==> config.mk <==
export PLATFORM = sky130hd
export DESIGN_NAME = calib_follower_fsm
export DESIGN_NICKNAME = d
export VERILOG_FILES = /design/src/rtl/calib_pkg.sv /design/src/rtl/calib_avmm_cmd.sv /design/src/rtl/calib_follower_fsm.sv
export SDC_FILE = /design/constraint.sdc
export NUM_CORES = 1
export LEC_CHECK = 0
export BUFFER_PORTS_ARGS = -buffer_cell sky130_fd_sc_hd__buf_2
export CORE_MARGIN = 5
export CORE_UTILIZATION = 43
export CTS_CLUSTER_DIAMETER = 150
export CTS_CLUSTER_SIZE = 20
export DETAILED_ROUTE_END_ITERATION = 12
export PLACE_DENSITY = 0.73
export REMOVE_ABC_BUFFERS = 1
export SLEW_MARGIN = 15
export SYNTH_ARGS = -nofsm -noshare
export SYNTH_HDL_FRONTEND = slang
export SYNTH_HIERARCHICAL = 1
export SYNTH_SLANG_ARGS = --single-unit
==> constraint.sdc <==
create_clock -name clk -period 2.65 [get_ports clk]
set_input_delay 0.1325 -clock clk [delete_from_list [all_inputs] [get_ports clk]]
set_output_delay 0.1325 -clock clk [all_outputs]
set_load 0.02 [all_outputs]
==> src/rtl/calib_pkg.sv <==
// Shared types, config table constants and AVMM address packing for the follower
// calibration sequencer. Readback checking is selected by CALIB_READBACK_EN.
package calib_pkg;

  typedef logic [3:0] state_t;

  localparam state_t ST_IDLE      = 4'd0;
  localparam state_t ST_CFG_WR    = 4'd1;
  localparam state_t ST_CFG_RD    = 4'd2;
  localparam state_t ST_CFG_NEXT  = 4'd3;
  localparam state_t ST_RSTN_REL  = 4'd4;
  localparam state_t ST_LOCK_REQ  = 4'd5;
  localparam state_t ST_WAIT_LINK = 4'd6;
  localparam state_t ST_WAIT_CONF = 4'd7;
  localparam state_t ST_DONE      = 4'd8;
  localparam state_t ST_ERR       = 4'd9;

  typedef enum logic [1:0] {
    CMD_IDLE,
    CMD_WR,
    CMD_RD,
    CMD_RDV
  } cmd_phase_t;

  localparam int CFG_NUM = 3;

  localparam logic [10:0] CFG_OFFSET [CFG_NUM] = '{11'h208, 11'h210, 11'h218};
  localparam logic [31:0] CFG_DATA   [CFG_NUM] = '{32'h0000_0003, 32'h0000_000B, 32'h0000_0001};

  // Gen2 replaces the data word of the first table entry (offset 0x208).
  localparam logic [31:0] CFG_GEN2_208 = 32'h0100_0003;

  function automatic logic [16:0] avmm_addr(input logic [5:0] ch, input logic [10:0] offset);
    return {ch, offset};
  endfunction

endpackage

==> src/rtl/calib_avmm_cmd.sv <==
// Single-command AVMM initiator: one write or read at a time, held stable under
// waitrequest. The read path exists only when CALIB_READBACK_EN is defined.
module calib_avmm_cmd
  import calib_pkg::*;
#(
  parameter int AW = 17,
  parameter int DW = 32,
  parameter int BW = 4
) (
  input  logic          clk,
  input  logic          rst,
  input  logic          abort,
  input  logic          wr_req,
  input  logic          rd_req,
  input  logic [AW-1:0] addr,
  input  logic [DW-1:0] wdata,
  output logic          done,
  output logic [DW-1:0] rdata,
  output logic [AW-1:0] avmm_address_o,
  output logic          avmm_read_o,
  output logic          avmm_write_o,
  output logic [DW-1:0] avmm_writedata_o,
  output logic [BW-1:0] avmm_byteenable_o,
  input  logic [DW-1:0] avmm_readdata_i,
  input  logic          avmm_readdatavalid_i,
  input  logic          avmm_waitrequest_i
);

  cmd_phase_t phase;

`ifdef CALIB_READBACK_EN
  logic read_q;

  always_ff @(posedge clk) begin
    if (rst || abort) begin
      phase            <= CMD_IDLE;
      avmm_write_o     <= 1'b0;
      read_q           <= 1'b0;
      avmm_address_o   <= '0;
      avmm_writedata_o <= '0;
    end else begin
      case (phase)
        CMD_IDLE: begin
          if (wr_req) begin
            phase            <= CMD_WR;
            avmm_write_o     <= 1'b1;
            avmm_address_o   <= addr;
            avmm_writedata_o <= wdata;
          end else if (rd_req) begin
            phase          <= CMD_RD;
            read_q         <= 1'b1;
            avmm_address_o <= addr;
          end
        end
        CMD_WR: begin
          if (!avmm_waitrequest_i) begin
            phase        <= CMD_IDLE;
            avmm_write_o <= 1'b0;
          end
        end
        CMD_RD: begin
          if (!avmm_waitrequest_i) begin
            phase  <= CMD_RDV;
            read_q <= 1'b0;
          end
        end
        CMD_RDV: begin
          if (avmm_readdatavalid_i) phase <= CMD_IDLE;
        end
        default: phase <= CMD_IDLE;
      endcase
    end
  end

  assign avmm_read_o = read_q;
  assign rdata       = avmm_readdata_i;
  assign done        = ((phase == CMD_WR) && !avmm_waitrequest_i) ||
                       ((phase == CMD_RDV) && avmm_readdatavalid_i);
`else
  logic unused_rd;

  always_ff @(posedge clk) begin
    if (rst || abort) begin
      phase            <= CMD_IDLE;
      avmm_write_o     <= 1'b0;
      avmm_address_o   <= '0;
      avmm_writedata_o <= '0;
    end else begin
      case (phase)
        CMD_IDLE: begin
          if (wr_req) begin
            phase            <= CMD_WR;
            avmm_write_o     <= 1'b1;
            avmm_address_o   <= addr;
            avmm_writedata_o <= wdata;
          end
        end
        CMD_WR: begin
          if (!avmm_waitrequest_i) begin
            phase        <= CMD_IDLE;
            avmm_write_o <= 1'b0;
          end
        end
        default: phase <= CMD_IDLE;
      endcase
    end
  end

  assign avmm_read_o = 1'b0;
  assign rdata       = '0;
  assign done        = (phase == CMD_WR) && !avmm_waitrequest_i;
  assign unused_rd   = ^{rd_req, avmm_readdata_i, avmm_readdatavalid_i};
`endif

  assign avmm_byteenable_o = (avmm_write_o || avmm_read_o) ? {BW{1'b1}} : '0;

endmodule

==> src/rtl/calib_follower_fsm.sv <==
// Follower-side calibration sequencer: programs per-channel AIB config over AVMM,
// releases adapter resets, requests DCC/DLL lock, waits for link, then raises MAC ready.
// Define CALIB_READBACK_EN to verify every config write with a readback.
//
// state     | meaning
// IDLE      | one cycle after reset before the config walk
// CFG_WR    | config write for (ch, idx) in flight
// CFG_RD    | readback of the write just accepted (CALIB_READBACK_EN only)
// CFG_NEXT  | step idx, then ch; leave after the last active channel
// RSTN_REL  | release adapter resets on active channels
// LOCK_REQ  | raise TX/RX DCC/DLL lock requests
// WAIT_LINK | wait for TX and RX transfer-enable on all active channels
// WAIT_CONF | link up, wait for user configuration done
// DONE      | MAC ready; link loss falls back to WAIT_LINK
// ERR       | timeout or readback mismatch; sticky until rst
module calib_follower_fsm #(
  parameter int TOTAL_CHNL_NUM = 24,
  parameter int ACTIVE_CHNLS   = 2,
  parameter int GEN2_MODE      = 1,
  parameter int AVMM_WIDTH     = 32,
  parameter int BYTE_WIDTH     = 4,
  parameter int TIMEOUT_CYCLES = 65535
) (
  input  logic                      clk,
  input  logic                      rst,
  input  logic                      i_conf_done,
  input  logic [TOTAL_CHNL_NUM-1:0] sl_tx_transfer_en,
  input  logic [TOTAL_CHNL_NUM-1:0] sl_rx_transfer_en,
  output logic [TOTAL_CHNL_NUM-1:0] ns_adapter_rstn,
  output logic [TOTAL_CHNL_NUM-1:0] ns_mac_rdy,
  output logic [TOTAL_CHNL_NUM-1:0] sl_rx_dcc_dll_lock_req,
  output logic [TOTAL_CHNL_NUM-1:0] sl_tx_dcc_dll_lock_req,
  output logic                      calib_done,
  output logic                      calib_err,
  output logic [16:0]               avmm_address_o,
  output logic                      avmm_read_o,
  output logic                      avmm_write_o,
  output logic [AVMM_WIDTH-1:0]     avmm_writedata_o,
  output logic [BYTE_WIDTH-1:0]     avmm_byteenable_o,
  input  logic [AVMM_WIDTH-1:0]     avmm_readdata_i,
  input  logic                      avmm_readdatavalid_i,
  input  logic                      avmm_waitrequest_i
);

  import calib_pkg::*;

  localparam logic [TOTAL_CHNL_NUM-1:0] ACT_MASK =
    {TOTAL_CHNL_NUM{1'b1}} >> (TOTAL_CHNL_NUM - ACTIVE_CHNLS);
  localparam logic [5:0]  LAST_CH  = 6'(ACTIVE_CHNLS - 1);
  localparam logic [15:0] TMO_LAST = 16'(TIMEOUT_CYCLES - 1);

  state_t                state, state_nxt;
  logic [5:0]            ch;
  logic [1:0]            idx;
  logic [15:0]           tmo_cnt;
  logic                  link_up, counting, cmd_done, abort;
  logic [10:0]           cfg_off;
  logic [31:0]           cfg_word;
  logic [AVMM_WIDTH-1:0] cmd_wdata, cmd_rdata;

  // Inactive channel bits of the transfer enables are ignored.
  assign link_up = (&(sl_tx_transfer_en | ~ACT_MASK)) && (&(sl_rx_transfer_en | ~ACT_MASK));

  assign counting = (state == ST_CFG_WR) || (state == ST_CFG_RD) ||
                    (state == ST_WAIT_LINK) || (state == ST_WAIT_CONF);

  always_comb begin
    cfg_off  = CFG_OFFSET[0];
    cfg_word = (GEN2_MODE != 0) ? CFG_GEN2_208 : CFG_DATA[0];
    case (idx)
      2'd1: begin
        cfg_off  = CFG_OFFSET[1];
        cfg_word = CFG_DATA[1];
      end
      2'd2: begin
        cfg_off  = CFG_OFFSET[2];
        cfg_word = CFG_DATA[2];
      end
      default: ;
    endcase
  end

  assign cmd_wdata = AVMM_WIDTH'(cfg_word);

  always_comb begin
    state_nxt = state;
    case (state)
      ST_IDLE: state_nxt = ST_CFG_WR;
`ifdef CALIB_READBACK_EN
      ST_CFG_WR: if (cmd_done) state_nxt = ST_CFG_RD;
      ST_CFG_RD: if (cmd_done) state_nxt = (cmd_rdata == cmd_wdata) ? ST_CFG_NEXT : ST_ERR;
`else
      ST_CFG_WR: if (cmd_done) state_nxt = ST_CFG_NEXT;
`endif
      ST_CFG_NEXT: state_nxt = ((ch == LAST_CH) && (idx == 2'd2)) ? ST_RSTN_REL : ST_CFG_WR;
      ST_RSTN_REL: state_nxt = ST_LOCK_REQ;
      ST_LOCK_REQ: state_nxt = ST_WAIT_LINK;
      ST_WAIT_LINK: if (link_up) state_nxt = ST_WAIT_CONF;
      // Link loss wins over a coincident i_conf_done.
      ST_WAIT_CONF: begin
        if (!link_up)         state_nxt = ST_WAIT_LINK;
        else if (i_conf_done) state_nxt = ST_DONE;
      end
      ST_DONE: if (!link_up) state_nxt = ST_WAIT_LINK;
      ST_ERR: state_nxt = ST_ERR;
      default: state_nxt = ST_ERR;
    endcase
    if (counting && (state_nxt == state) && (tmo_cnt == TMO_LAST)) state_nxt = ST_ERR;
  end

  assign abort = (state_nxt == ST_ERR);

  always_ff @(posedge clk) begin
    if (rst) begin
      state                  <= ST_IDLE;
      ch                     <= '0;
      idx                    <= '0;
      tmo_cnt                <= '0;
      ns_adapter_rstn        <= '0;
      ns_mac_rdy             <= '0;
      sl_rx_dcc_dll_lock_req <= '0;
      sl_tx_dcc_dll_lock_req <= '0;
      calib_done             <= 1'b0;
      calib_err              <= 1'b0;
    end else begin
      state   <= state_nxt;
      tmo_cnt <= (counting && (state_nxt == state)) ? tmo_cnt + 16'd1 : 16'd0;
      if (state_nxt == ST_ERR) begin
        ns_adapter_rstn        <= '0;
        ns_mac_rdy             <= '0;
        sl_rx_dcc_dll_lock_req <= '0;
        sl_tx_dcc_dll_lock_req <= '0;
        calib_done             <= 1'b0;
        calib_err              <= 1'b1;
      end else begin
        case (state)
          ST_CFG_NEXT: begin
            if (idx == 2'd2) begin
              idx <= 2'd0;
              ch  <= ch + 6'd1;
            end else begin
              idx <= idx + 2'd1;
            end
          end
          ST_RSTN_REL: ns_adapter_rstn <= ACT_MASK;
          ST_LOCK_REQ: begin
            sl_rx_dcc_dll_lock_req <= ACT_MASK;
            sl_tx_dcc_dll_lock_req <= ACT_MASK;
          end
          ST_WAIT_CONF: begin
            if (state_nxt == ST_DONE) begin
              ns_mac_rdy <= ACT_MASK;
              calib_done <= 1'b1;
            end
          end
          ST_DONE: begin
            if (state_nxt == ST_WAIT_LINK) begin
              ns_mac_rdy <= '0;
              calib_done <= 1'b0;
            end
          end
          default: ;
        endcase
      end
    end
  end

`ifndef CALIB_READBACK_EN
  logic unused_rdata;
  assign unused_rdata = ^cmd_rdata;
`endif

  calib_avmm_cmd #(
    .AW (17),
    .DW (AVMM_WIDTH),
    .BW (BYTE_WIDTH)
  ) u_cmd (
    .clk                  (clk),
    .rst                  (rst),
    .abort                (abort),
    .wr_req               (state == ST_CFG_WR),
    .rd_req               (state == ST_CFG_RD),
    .addr                 (avmm_addr(ch, cfg_off)),
    .wdata                (cmd_wdata),
    .done                 (cmd_done),
    .rdata                (cmd_rdata),
    .avmm_address_o       (avmm_address_o),
    .avmm_read_o          (avmm_read_o),
    .avmm_write_o         (avmm_write_o),
    .avmm_writedata_o     (avmm_writedata_o),
    .avmm_byteenable_o    (avmm_byteenable_o),
    .avmm_readdata_i      (avmm_readdata_i),
    .avmm_readdatavalid_i (avmm_readdatavalid_i),
    .avmm_waitrequest_i   (avmm_waitrequest_i)
  );

endmodule

# == After elaboration in Yosys (flattened, before gate mapping) ==
# Cells that the tools add are included.
# totals
ff_bits,108
latch_bits,0
mem_bits_rw,0
romBits,0
inputBits,85
output_inout_bits,153
n_memories,0
# op_classes
addsub,3
n_mul,0
div,0
order_cmp,0
eq_ne,22
shifts,0
n_mux,24
bitwise_logic,2
reduce_logical,25
# op_table
cell,n
case mux 25 bit (2 select lines),1
2-to-1 mux 24 bit,2
case mux 24 bit (2 select lines),1
case mux 4 bit (8 select lines),1
2-to-1 mux 4 bit,7
"equality test 4 x 3 -> 1 bit, second input constant",5
"adder 16 x 1 -> 16 bit, second input constant",1
"equality test 16 bit, second input constant",1
"equality test 4 bit, second input constant",3
case mux 5 bit (2 select lines),1
AND reduction 2 bit,5
AND reduction 3 bit,3
"equality test 4 x 2 -> 1 bit, second input constant",2
equality test 4 bit,2
"adder 6 x 1 -> 6 bit, second input constant",1
"equality test 6 x 1 -> 1 bit, second input constant",1
logical AND 1 bit,6
2-to-1 mux 2 bit,3
"equality test 2 x 1 -> 1 bit, second input constant",2
"equality test 4 x 1 -> 1 bit, second input constant",1
logical NOT 4 bit,1
logical OR 1 bit,4
2-to-1 mux 1 bit,4
"!= test 2 x 1 -> 1 bit, second input constant",2
other kinds (11),16

# == Depth between registers and ports, before layout ==
# Gate-level depths: netlist (run 1).
# depth
depth_word,12
ltp_mapped,11
depth_no_buf,9

# == By module ==
# The synthesis (run 1) kept the hierarchy.
# by_module_without_submodules
module,instances,cells_per_inst,area_per_inst_um2,seq_area_each_um2
calib_follower_fsm,1,299,2451.1,640.6
calib_avmm_cmd,1,258,2167.1,1001.0

# == Worst setup path after synthesis (run 1) ==
# Ideal clock, no wire load.
# synth_path
path_type,flip-flop to flip-flop
start,reg state[2]
end,reg u_cmd.avmm_address_o[6]
arrival_time_ns,1.906
required_time_ns,2.580
setup_slack_ns,0.673
stages_incl_launch_ff,11
path_cell_list,dfxtp_1 -> buf_4 -> and2b_1 -> and4_1 -> a21o_2 -> o21bai_1 -> nand2_1 -> or2_1 -> clkbuf_1 -> clkbuf_1 -> a21oi_1
# synth_via
elab_chain_cells,9
elab_cells_between_ends,25
classes_between,10 x eq/ne; 7 x mux; 8 x reduce/logical
# synth_lines
item,line,text
from (decl),calib_follower_fsm.sv:52,"state_t state, state_nxt;"
from (signal assigned),calib_follower_fsm.sv:126,state <= state_nxt;
"2-to-1 mux 4 bit, or another cell as far along",calib_follower_fsm.sv:102,else if (i_conf_done) state_nxt = ST_DONE;
2-to-1 mux 4 bit / logical OR 1 bit (equally long branches),"calib_follower_fsm.sv:101, calib_follower_fsm.sv:64",
case mux 4 bit (8 select lines) / logical OR 1 bit (equally long branches),"calib_follower_fsm.sv:87, calib_follower_fsm.sv:64",
equality test 4 bit / logical OR 1 bit (equally long branches),"calib_follower_fsm.sv:108, calib_follower_fsm.sv:65",
logical AND 1 bit (2 in a row),calib_follower_fsm.sv:108,if (counting && (state_nxt == state) && (tmo_cnt == TMO_LAST)) state_nxt = ST_ERR;
2-to-1 mux 4 bit (*),calib_follower_fsm.sv:108,
equality test 4 bit (*),calib_follower_fsm.sv:111,assign abort = (state_nxt == ST_ERR);
named net abort,calib_follower_fsm.sv:56,"logic link_up, counting, cmd_done, abort;"
logical OR 1 bit (*),calib_avmm_cmd.sv:83,if (rst || abort) begin
to (signal assigned),calib_avmm_cmd.sv:94,avmm_address_o <= addr;
to (decl),calib_avmm_cmd.sv:19,"output logic [AW-1:0] avmm_address_o,"
# The timed path passes the listed nets; every way through them passes the cells marked *.
# A chain may end at the register's enable or synchronous reset.

# == Worst setup path after layout (run 1) ==
# layout_path
start,reg state[3]
end,reg u_cmd.avmm_writedata_o[14]
# layout_via
elab_chain_cells,9
elab_cells_between_ends,25
classes_between,10 x eq/ne; 7 x mux; 8 x reduce/logical
# layout_lines
item,line,text
"2-to-1 mux 4 bit, or another cell as far along",calib_follower_fsm.sv:102,
2-to-1 mux 4 bit / logical OR 1 bit (equally long branches),"calib_follower_fsm.sv:101, calib_follower_fsm.sv:64",
case mux 4 bit (8 select lines) / logical OR 1 bit (equally long branches),"calib_follower_fsm.sv:87, calib_follower_fsm.sv:64",
equality test 4 bit / logical OR 1 bit (equally long branches),"calib_follower_fsm.sv:108, calib_follower_fsm.sv:65",
logical AND 1 bit (2 in a row),calib_follower_fsm.sv:108,
2-to-1 mux 4 bit (*),calib_follower_fsm.sv:108,
equality test 4 bit (*),calib_follower_fsm.sv:111,
named net abort,calib_follower_fsm.sv:56,
logical OR 1 bit (*),calib_avmm_cmd.sv:83,
to (signal assigned),calib_avmm_cmd.sv:95,avmm_writedata_o <= wdata;
to (decl),calib_avmm_cmd.sv:22,"output logic [DW-1:0] avmm_writedata_o,"
# Marked as above.

==> impl_metrics.csv, run 1 <==
group,metric,value,unit
floorplan,initial_core_util,44.4,%
cts,tritoncts,"done",
cts,cts_hold_buf,0,
critical_path,cp.depth,8,
global_routing,track_usage,13.1,%
detailed_routing,drtPass1Iterations,5,
critical_path,crit_arrival,2.64,ns
place,pre_cts_ws,0.328,ns
layout,layout.nets,710,
layout,final_util,47.9,%
floorplan,die_width,111,um
timing,relSlewSlack,63.9,%
timing,min_period_over_period,88.9,%
cts,cts_setup_buffers,0,
critical_path,crit_path_max_fanout,33,
floorplan,die_area,12300,um2
layout,seq_area,1640,um2
detailed_routing,drtIter0Drc,190,
timing,finalHoldViolations,0,
critical_path,path_class,"register to register",
floorplan,die_h,111,um
layout,layout_commonest_cell,"conb_1",
timing,rsz0062_at_grt,"no",
run,maxCapViolations,0,
timing,fin_ws,0.295,ns
cts,cts_max_level,3,
yosys,syn_avg_cell_area,8.34,um2
critical_path,startpoint,"state[3]$_SDFF_PP0_",
pwr,ir_drop,188,uV
critical_path,cpPeakStageDelay,0.49,ns
cts,cts_resized,0,
timing,skew,0.00845,ns
pwr,p_per_area,559,nW/um2
critical_path,worstPathCellList,"and2b_1 -> and4_1 -> a211o_1 -> nand4_1 -> nand2_1 -> or2_2 -> buf_12 -> a21oi_1",
place,dp_hpwl,6240,um
detailed_routing,avgRoutedWirePerCell,11.1,um
critical_path,cp_data_required_time,2.93,ns
layout,fillers,985,
cts,ctsRootBufferMaster,"clkbuf_8",
critical_path,crit_end,"u_cmd/avmm_writedata_o[14]$_SDFFE_PP0P_",
global_routing,grt_pass1_wl,13800,um
critical_path,reg2reg_depth,8,
timing,setup_violations,0,
critical_path,r2r_end,"u_cmd/avmm_writedata_o[14]$_SDFFE_PP0P_",
cts,clockBufferDepth,2,
floorplan,fp-row-count,36,
place,gp_congestion,0.777,
yosys,syn_area,4380,um2
global_routing,grt_pass1_vias,2961,
critical_path,worst_path_max_delay_cell,"dfxtp_1",
timing,fin_crit,2.36,ns
detailed_routing,ant_nets,0,
layout,layout_common_cells,"127 x conb_1, 104 x nand2_1, 82 x dfxtp_1",
yosys,synth_warnings,6,
global_routing,antenna_found_initial,0,
critical_path,r2r_start,"state[3]$_SDFF_PP0_",
detailed_routing,num_vias,3273,
critical_path,critPathBufInv,1,
place,port_buffers,71,
layout,final_layout_size_suffix_gt1_share,21.7,%
layout,multi_input_area,2220,um2
pwr,total_power,2.64,mW
global_routing,grt_start_max_net_pins,51,
critical_path,crit_family,"simple AND/OR/NAND/NOR gates",
timing,slew_viol_final,0,
detailed_routing,vias_per_cell,4.34,
cts,clock_sinks,82,
timing,clock.fmax,0.425,GHz
critical_path,regToRegSetupSlack,0.29,ns
yosys,synthesis.instances,525,
layout,areaGrowthSynthToFinish,7.92,%
global_routing,overflow,0,
detailed_routing,wirelength,8390,um
pwr,p_leak,2.12,nW
status,status,"complete, no violations",
timing,worst_slew_pin_slew,0.541,ns
worst_hold_path,hold_path_startpoint,"avmm_waitrequest_i",
detailed_routing,drc_errors,0,
cts,numCtsBuffers,9,
critical_path,worst_setup_path_end_kind,"register",
floorplan,core-area,9860,um2
timing,fin_hold_ws,0.0290,ns
cts,clk_pin_slew,0.08,ns
floorplan,io_pins,238,
cts,clk_latency,0.36,ns
layout,n_antenna_cell,0,
critical_path,start_kind,"register",
worst_hold_path,hp-class,"input pin to register",
==> registers in the layout (all words and copies together) (netlist names) <==
signal and count:
u_cmd/avmm_writedata_o 32, u_cmd/avmm_address_o 17, tmo_cnt 16, ch 6, state 4, idx 2
calib_err 1, ns_adapter_rstn 1, ns_mac_rdy 1, sl_tx_dcc_dll_lock_req 1, u_cmd/avmm_write_o 1
==> worst min path at each step <==
stage                                       to  slack, ns  depth (start not counted)
5_1_grt        u_cmd/avmm_write_o$_SDFFE_PP0P_       0.03                          3
3_5_place_dp   u_cmd/avmm_write_o$_SDFFE_PP0P_       0.41                          3
4_1_cts        u_cmd/avmm_write_o$_SDFFE_PP0P_       0.01                          3
2_1_floorplan              state[0]$_SDFF_PP0_       0.20                          1
6_report       u_cmd/avmm_write_o$_SDFFE_PP0P_       0.03                          3
3_3_place_gp   u_cmd/avmm_write_o$_SDFFE_PP0P_       0.40                          3
==> worst reg2reg max path: stages, from the launching register on <==
cell and delay [ns]:
dfxtp_1 0.49, and2b_1 0.26, and4_1 0.23, a211o_1 0.27
nand4_1 0.18, nand2_1 0.07, or2_2 0.41, buf_12 0.22
a21oi_1 0.14
==> layer usage <==
| metal | global-route usage, % | vias to the layer above | share of wire (%) |
|---|---|---|---|
| met4 | 4.19 | 0 | 1.1 |
| met1 | 16.0 | 1470 | 44 |
| li1 | - | 1676 | - |
| met3 | 4.75 | 10 | 8.9 |
| met2 | 21.5 | 117 | 46 |
| met5 | 0 | - | 0 |
==> power breakdown <==
part           leakage [nW]  internal (mW)  total [mW]  switching [mW]
logic                  1.36          0.111       0.457           0.346
registers             0.668           1.29        1.33          0.0379
clock network        0.0944          0.414       0.860           0.446
==> final cells by class <==
type	instances	share of cell area [%]
well taps	133	3.52
multi-input cells	431	47.0
flip-flops and latches	82	34.7
clock inverters	4	0.530
clock buffers	12	3.50
repair buffers	82	9.80
inverters	11	0.874
==> through the flow <==
stage | area (um2) | cells | setup TNS, ns
detailed placement | 4530 | 739 | 0
CTS | 4720 | 755 | 0
global route | 4720 | 755 | 0
global placement | 4530 | 739 | 0
finish | 4720 | 755 | 0
floorplan | 3900 | 524 | -12.10
No activity file was read; power rests on OpenSTA's default activity.
==> inputs of run 2 (changes only) <==
PLACE_DENSITY = 0.78   (was 0.73)
==> run 2 against run 1 <==
Net effect: via count rose by 0.86%; worst setup slack got worse by 0.080 ns; sequential share of layout area fell by 0.21 points; critical path depth did not move; final area rose by 0.61%; register-to-register slack got worse by 0.08 ns; maximum frequency fell by 3.3%; first-iteration DRC count fell by 16%; clock power rose by 28%; sequential cell count did not move; final cell count fell by 0.53%; critical endpoint is now u_cmd/avmm_writedata_o[6]$_SDFFE_PP0P_; largest power group unchanged.
==> impl_metrics.csv, run 2 (synthesized netlist as in run 1, its figures left out) <==
group,metric,value,unit
global_routing,antenna_found_initial,0,
pwr,p_per_area,608,nW/um2
critical_path,crit_path_max_fanout,50,
floorplan,core-area,9860,um2
timing,fin_crit,2.44,ns
cts,clock_sinks,82,
cts,cts_hold_buf,0,
layout,layout.nets,706,
pwr,p_sw_share,29.6,%
place,dp.cells,735,
critical_path,worst_path_max_delay_cell,"dfxtp_1",
critical_path,worst_setup_path_end_kind,"register",
global_routing,overflow,0,
cts,clk_latency,0.35,ns
timing,fin_hold_ws,0.0472,ns
floorplan,io_pins,238,
critical_path,worstPathCellList,"and2b_1 -> and4_1 -> a211o_1 -> nand4_1 -> nand2_1 -> or2_2 -> buf_12 -> a21oi_1",
worst_hold_path,hp-class,"input pin to register",
global_routing,grt_pass1_vias,3073,
pwr,share_clk_of_total_power,38.2,%
cts,cts_resized,0,
detailed_routing,ant_nets,0,
pwr,ir_drop,278,uV
worst_hold_path,hold_path_startpoint,"avmm_waitrequest_i",
detailed_routing,drc_errors,0,
layout,design_area,4750,um2
layout,areaGrowthSynthToFinish,8.57,%
detailed_routing,drtPass1Iterations,4,
run,maxCapViolations,0,
critical_path,crit_arrival,2.71,ns
cts,clockBufferDepth,2,
pwr,p_seq_share,45.9,%
floorplan,die_width,111,um
timing,clock.fmax,0.411,GHz
place,port_buffers,71,
layout,layout_common_cells,"127 x conb_1, 104 x nand2_1, 82 x dfxtp_1",
timing,setup_violations,0,
global_routing,grt_pass1_wl,14000,um
layout,final_layout_size_suffix_gt1_share,21.2,%
layout,n_antenna_cell,0,
pwr,power.share.combinational,15.9,%
floorplan,die_h,111,um
status,status,"complete, no violations",
place,dp_hpwl,6410,um
cts,cts_max_level,3,
floorplan,initial_core_util,44.4,%
detailed_routing,wirelength,8550,um
layout,finalNonFillerCells,751,
timing,final.setup.tns,0,ns
global_routing,track_usage,13.5,%
detailed_routing,drtIter0Drc,160,
floorplan,fp-row-count,36,
layout,top_regs,"u_cmd/avmm_writedata_o x32, u_cmd/avmm_address_o x17, tmo_cnt x16",
pwr,total_power,2.89,mW
critical_path,path_class,"register to register",
detailed_routing,avgRoutedWirePerCell,11.4,um
pwr,switchingPower,0.855,mW
cts,ctsRootBufferMaster,"clkbuf_8",
cts,tritoncts,"done",
cts,clk_pin_slew,0.08,ns
layout,fillers,961,
cts,cts_setup_buffers,0,
critical_path,critPathBufInv,1,
critical_path,crit_family,"simple AND/OR/NAND/NOR gates",
timing,relSlewSlack,66.1,%
layout,top_register,"u_cmd/avmm_writedata_o",
timing,min_period_over_period,91.9,%
detailed_routing,vias_per_cell,4.40,
timing,slew_viol_final,0,
floorplan,die_area,12300,um2
global_routing,grt_start_max_net_pins,51,
critical_path,cpPeakStageDelay,0.60,ns
critical_path,startpoint,"state[3]$_SDFF_PP0_",
cts,numCtsBuffers,9,
timing,rsz0062_at_grt,"no",
layout,largest_reg_flops,32,
timing,skew,0.00742,ns
place,placed_area,4500,um2
critical_path,start_kind,"register",
timing,finalHoldViolations,0,
timing,worst_slew_pin_slew,0.507,ns
layout,layout_commonest_cell,"conb_1",
detailed_routing,num_vias,3301,
pwr,p_int,2.03,mW
critical_path,r2r_start,"state[3]$_SDFF_PP0_",
critical_path,cp_data_required_time,2.93,ns
place,gp_congestion,0.833,
pwr,p_leak,2.12,nW
-- run 2: layout make-up --
cell class,instances,area (um2),share of cell area [%]
clock buffer,9,124,2.61
timing repair buffer,78,433,9.11
inverter,11,41.3,0.869
sequential,82,1640,34.5
clock inverter,7,125,2.63
tap,133,166,3.50
multi-input combinational,431,2220,46.7
-- run 2: final timing paths --
path | endpoint | slack, ns | cells past startpoint
worst max-delay path | u_cmd/avmm_writedata_o[6]$_SDFFE_PP0P_ | 0.21 | 8
worst min-delay path | u_cmd/avmm_write_o$_SDFFE_PP0P_ | 0.05 | 3
worst max register to register | u_cmd/avmm_writedata_o[6]$_SDFFE_PP0P_ | 0.21 | 8
worst min register to register | u_cmd/avmm_writedata_o[16]$_SDFFE_PP0P_ | 0.45 | 2
-- run 2: worst register-to-register path: cells and delay by family (launching register included) --
kind | cells | cell delay (ns)
DFF | 1 | 0.60
buffers and inverters | 1 | 0.20
and+or+nand+nor | 5 | 1.09
AOI/OAI and AO/OA | 2 | 0.47
-- run 2: per-layer routing --
metal / wire length, um / vias up / track usage [%]
met4: 129 / 0 / 5.17
met5: 0 / - / 0
li1: - / 1667 / -
met2: 4060 / 129 / 23.3
met3: 724 / 9 / 3.77
met1: 3630 / 1496 / 15.8
-- run 2: power by group through the flow --
| stage | Clock [mW] | Combinational, mW | Sequential (mW) |
|---|---|---|---|
| finish | 1.10 | 0.459 | 1.33 |
| global route | 1.18 | 0.503 | 1.34 |
| CTS | 1.13 | 0.455 | 1.33 |
| detailed placement | 0 | 0.455 | 1.36 |
| global placement | 0 | 0.446 | 1.35 |
| floorplan | 0 | 0.258 | 1.42 |
-- run 2: stage by stage --
step / setup slack, ns / util (%)
2_1_floorplan: -0.265 / -
3_3_place_gp: 0.354 / 45.7
3_5_place_dp: 0.261 / 45.7
4_1_cts: 0.223 / 48.2
5_1_grt: 0.0210 / 48.2
6_report: 0.215 / 48.2
